### config.mk
export PLATFORM = sky130hd
export DESIGN_NAME = m_pool_1
export DESIGN_NICKNAME = d
export VERILOG_FILES = /design/src/rtl/m_pool_1.sv
export SDC_FILE = /design/constraint.sdc
export NUM_CORES = 1
export LEC_CHECK = 0
export CORE_MARGIN = 3
export CORE_UTILIZATION = 36
export DETAILED_ROUTE_END_ITERATION = 8
export PLACE_DENSITY = 0.52
export SLEW_MARGIN = 20
export SYNTH_ARGS = -nofsm -noshare
export SYNTH_HDL_FRONTEND = slang
export SYNTH_SLANG_ARGS = --single-unit
export TNS_END_PERCENT = 30
### constraint.sdc
create_clock -name clk_in -period 9.19 [get_ports clk_in]
set_clock_uncertainty 0.2 [all_clocks]
set_input_delay 0.919 -clock clk_in [delete_from_list [all_inputs] [get_ports clk_in]]
set_output_delay 0.919 -clock clk_in [all_outputs]
set_load 0.03 [all_outputs]
### src/rtl/m_pool_1.sv
// Layer-1 2x2 stride-2 max pool over the conv1 raster stream; one half-row line buffer, never stalls.
// Optional output ReLU (max-then-clamp) is enabled by defining POOL_1_RELU_EN.
module m_pool_1 #(
    parameter int map_width  = 88,
    parameter int map_height = 88,
    parameter int num_out    = (map_width / 2) * (map_height / 2)
) (
    input  logic               clk_in,
    input  logic               rst_n,
    input  logic signed [15:0] map_in,
    input  logic               save_in,
    output logic signed [15:0] map_out,
    output logic               save,
    output logic               ready
);

    localparam int CW   = $clog2(map_width);
    localparam int RW   = $clog2(map_height);
    localparam int OW   = $clog2(num_out + 1);
    localparam int HALF = map_width / 2;
    localparam int LW   = $clog2(HALF);

    logic [CW-1:0]      col_cnt;
    logic [RW-1:0]      row_cnt;
    logic [OW-1:0]      out_cnt;
    logic signed [15:0] pair_reg;
    logic signed [15:0] line_buf [HALF];

    logic               accept;
    logic [LW-1:0]      lb_idx;
    logic signed [15:0] hmax;
    logic signed [15:0] line_rd;
    logic signed [15:0] vmax;
    logic signed [15:0] pooled;
    logic               col_last;
    logic               row_last;

    assign accept   = save_in & ready;
    assign lb_idx   = LW'(col_cnt >> 1);
    assign col_last = (col_cnt == CW'(map_width - 1));
    assign row_last = (row_cnt == RW'(map_height - 1));

    // Horizontal max of the column pair, then vertical max against the buffered even row.
    assign hmax    = (map_in > pair_reg) ? map_in : pair_reg;
    assign line_rd = line_buf[lb_idx];
    assign vmax    = (line_rd > hmax) ? line_rd : hmax;

`ifdef POOL_1_RELU_EN
    assign pooled = vmax[15] ? 16'sd0 : vmax;
`else
    assign pooled = vmax;
`endif

    // Line buffer needs no reset: each entry is written on an even row before the odd row reads it.
    always_ff @(posedge clk_in) begin
        if (rst_n && accept && col_cnt[0] && !row_cnt[0]) begin
            line_buf[lb_idx] <= hmax;
        end
    end

    always_ff @(posedge clk_in) begin
        if (!rst_n) begin
            col_cnt  <= '0;
            row_cnt  <= '0;
            out_cnt  <= '0;
            pair_reg <= '0;
            map_out  <= '0;
            save     <= 1'b0;
            ready    <= 1'b1;
        end else begin
            save <= 1'b0;
            if (accept) begin
                if (!col_cnt[0]) begin
                    pair_reg <= map_in;
                end else if (row_cnt[0]) begin
                    map_out <= pooled;
                    save    <= 1'b1;
                    out_cnt <= out_cnt + 1'b1;
                end
                if (col_last) begin
                    col_cnt <= '0;
                    row_cnt <= row_last ? '0 : row_cnt + 1'b1;
                end else begin
                    col_cnt <= col_cnt + 1'b1;
                end
            end
            // Drops one cycle after the final pulse, once out_cnt has reached the frame total.
            if (out_cnt == OW'(num_out)) begin
                ready <= 1'b0;
            end
        end
    end

endmodule

==> qor.csv <==
metric;value;unit
arrival;6310;ps
peakVddDrop;0.000142;V
pwr-share-comb;0.054;
routedWlPerCell;25.2;µm
synthArstFlopShare;0;
syn_area_per_cell;17.3;µm²
routed_wl;77.9;mm
hold_class;reg -> reg;
end_kind;flip-flop;
criticalPathCategory;in -> reg;
antenna_found_initial;1;
slew_headroom;0.299;
htree_levels;3;
clkSlewWorstSetupHoldPaths;60;ps
critPathLaunchType;input port;
syn-num-nets;1852;
p_sw_frac;0.218;
die_area;90100;µm²
syn_area;31200;µm²
synth_top_flop_cell;edfxtp_1;
period_minus_slack;6000;ps
ant_nets;0;
rsz0062_at_grt;false;
cts_tree;built;
drv_cap;0;
hpwl;45.6;mm
postSynthCellCount;1797;
synth_warnings;0;
antenna_cells;0;
finish.instance_area;35600;µm²
grt_pass1_wl;114;mm
finalHoldViolations;0;
synth_cell_type_count;65;
routed_via_density;5.29;
clock_latency;620;ps
dieHeight;300;µm
nNetsFinal;1947;
largest_reg_flops;704;
power_frac_clock;0.422;
clockBufferDepth;3;
final_common_cell;edfxtp_1;
placed_area;33000;µm²
cts_setup_buffers;0;
grt_max_degree;130;
firstDrtPassIters;5;
io_buffers;36;
hold_buffers;0;
synth_edf_count;704;
area_delta_synth_final;14.1;%
maxSlewViolCount;0;
track_usage;0.173;
core;85500;µm²
die_x;300;µm
grt_pass1_vias;16500;
final_cell_mix;edfxtp_1 (704), mux4_2 (112), nand2_1 (98);
status;finished, final reports clean;
max_freq;167;MHz
synth_seq_area_share;0.720;
p_int;5.85;mW
cts_buffers;82;
ys_ff_latch;769;
totalNegativeSetupSlack;0;ps
setup_viol;0;
worst_pin_slew;1050;ps
cp.required;9490;ps
cts_resized;0;
start_util;0.364;
drc;0;
cts_sinks;769;
switchingPower;1.63;mW
drive_gt1_frac;0.193;
gp_congestion;0.804;
p_leak;11.0;nW
gr-total-overflow;0;
root_buffer;clkbuf_16;
drt-initial-drc-count;1349;
nFillCells;7598;
path_max_fanout;30;
via_count;16400;
ios;37;
fin_crit_sh;0.653;
fin_worst_hold_slack;264;ps
power.density;211;nW/µm²
num_rows;107;
power_frac_seq;0.524;
-- cell families (layout without fill, tap and decap cells) --
kind of cell | count (synthesis) | after routing | synth area share
AND/OR/NAND/NOR | 351 | 351 | 0.0567
AO/OA/AOI/OAI | 248 | 248 | 0.0577
buffers and inverters | 135 | 291 | 0.0223
flip-flops | 769 | 769 | 0.720
multiplexers | 241 | 241 | 0.124
adder cells (fa/ha/maj) | 36 | 36 | 0.0145
XOR/XNOR | 17 | 17 | 0.00478
-- final timing paths --
path	cells after the start	slack, ps	end	startpoint
setup reg to reg	16	3650	map_out[0]	pair_reg[15]
hold / removal	2	260	pair_reg[15]	pair_reg[15]
setup / recovery	16	3190	map_out[0]	map_in[15]
hold reg to reg	2	260	pair_reg[15]	pair_reg[15]
-- cells in the mapped netlist, types with 2 or more instances --
cell type	n	area, µm²
and2_1	15	93.8
mux4_2	112	2520
a22oi_1	22	165
a21o_1	2	15.0
and3_1	2	12.5
mux2_2	32	360
a21oi_1	41	205
a211oi_1	32	240
nor4bb_1	3	30.0
a211o_1	2	17.5
nor3b_1	4	30.0
a21boi_1	2	15.0
nand2_1	98	368
buf_4	18	135
o21ai_1	35	175
nor3_1	18	90.1
dfxtp_1	65	1300
or3_1	5	31.3
nand4_1	15	93.8
nand3b_1	5	37.5
xnor2_1	9	78.8
clkbuf_1	38	143
buf_6	11	124
or4_4	10	113
nor2_1	95	357
buf_1	2	7.51
a22oi_2	8	100
nand2b_1	4	25.0
o21ai_0	22	110
or4_1	4	30.0
or3b_2	2	17.5
o22ai_1	32	200
o31ai_4	10	213
nor4_1	3	18.8
mux2i_1	96	961
o2bb2ai_1	2	17.5
a21boi_0	22	165
o31ai_2	5	62.6
ha_1	36	450
edfxtp_1	704	21100
buf_2	29	145
nor2b_1	23	144
nand3_1	37	185
xor2_1	8	70.1
inv_1	37	139
-- through the flow --
step | utilization | power [mW] | std cells | setup slack (ps)
floorplan | - | 4.22 | 1797 | 3730
global placement | 0.386 | 4.40 | 2951 | 2740
detailed placement | 0.386 | 4.41 | 2952 | 2660
CTS | 0.416 | 7.57 | 3097 | 3310
global route | 0.416 | 7.74 | 3097 | 2710
finish | 0.416 | 7.48 | 3097 | 3190
-- worst max-delay path, cell delays in order --
cell	delay [ps]
clkdlybuf4s50_1	500
ha_1	380
nand4_1	160
nor4_1	360
a21boi_1	200
o31a_1	680
or2_1	820
a21oi_1	270
ha_1	370
nand4_1	140
nor3_1	270
a21boi_1	180
nand3b_1	160
mux2_2	430
o221ai_1	190
a32o_1	240
-- per-layer routing --
| layer | up-vias | GRT usage | share of wire |
|---|---|---|---|
| li1 | 7298 | - | - |
| met1 | 8574 | 0.244 | 0.45 |
| met2 | 417 | 0.279 | 0.48 |
| met3 | 99 | 0.0279 | 0.051 |
| met4 | 0 | 0.0503 | 0.022 |
| met5 | - | 0 | 0 |
-- area by class of cell --
| type | count | area, µm² | share of cell area |
|---|---|---|---|
| Clock inverter | 45 | 348 | 0.00978 |
| Sequential cell | 769 | 22400 | 0.631 |
| Clock buffer | 100 | 2190 | 0.0617 |
| Multi-Input combinational cell | 893 | 8060 | 0.227 |
| Tap cell | 1144 | 1430 | 0.0403 |
| Inverter | 37 | 139 | 0.00391 |
| Timing Repair Buffer | 109 | 937 | 0.0264 |
-- power by group through the flow --
stage	Sequential (mW)	Clock, mW	Combinational (mW)
4_1_cts	3.92	3.24	0.415
2_1_floorplan	3.99	0	0.237
5_1_grt	3.92	3.37	0.443
6_report	3.92	3.16	0.407
3_5_place_dp	3.99	0	0.415
3_3_place_gp	3.99	0	0.403
Power figures use the tool's default switching activity.
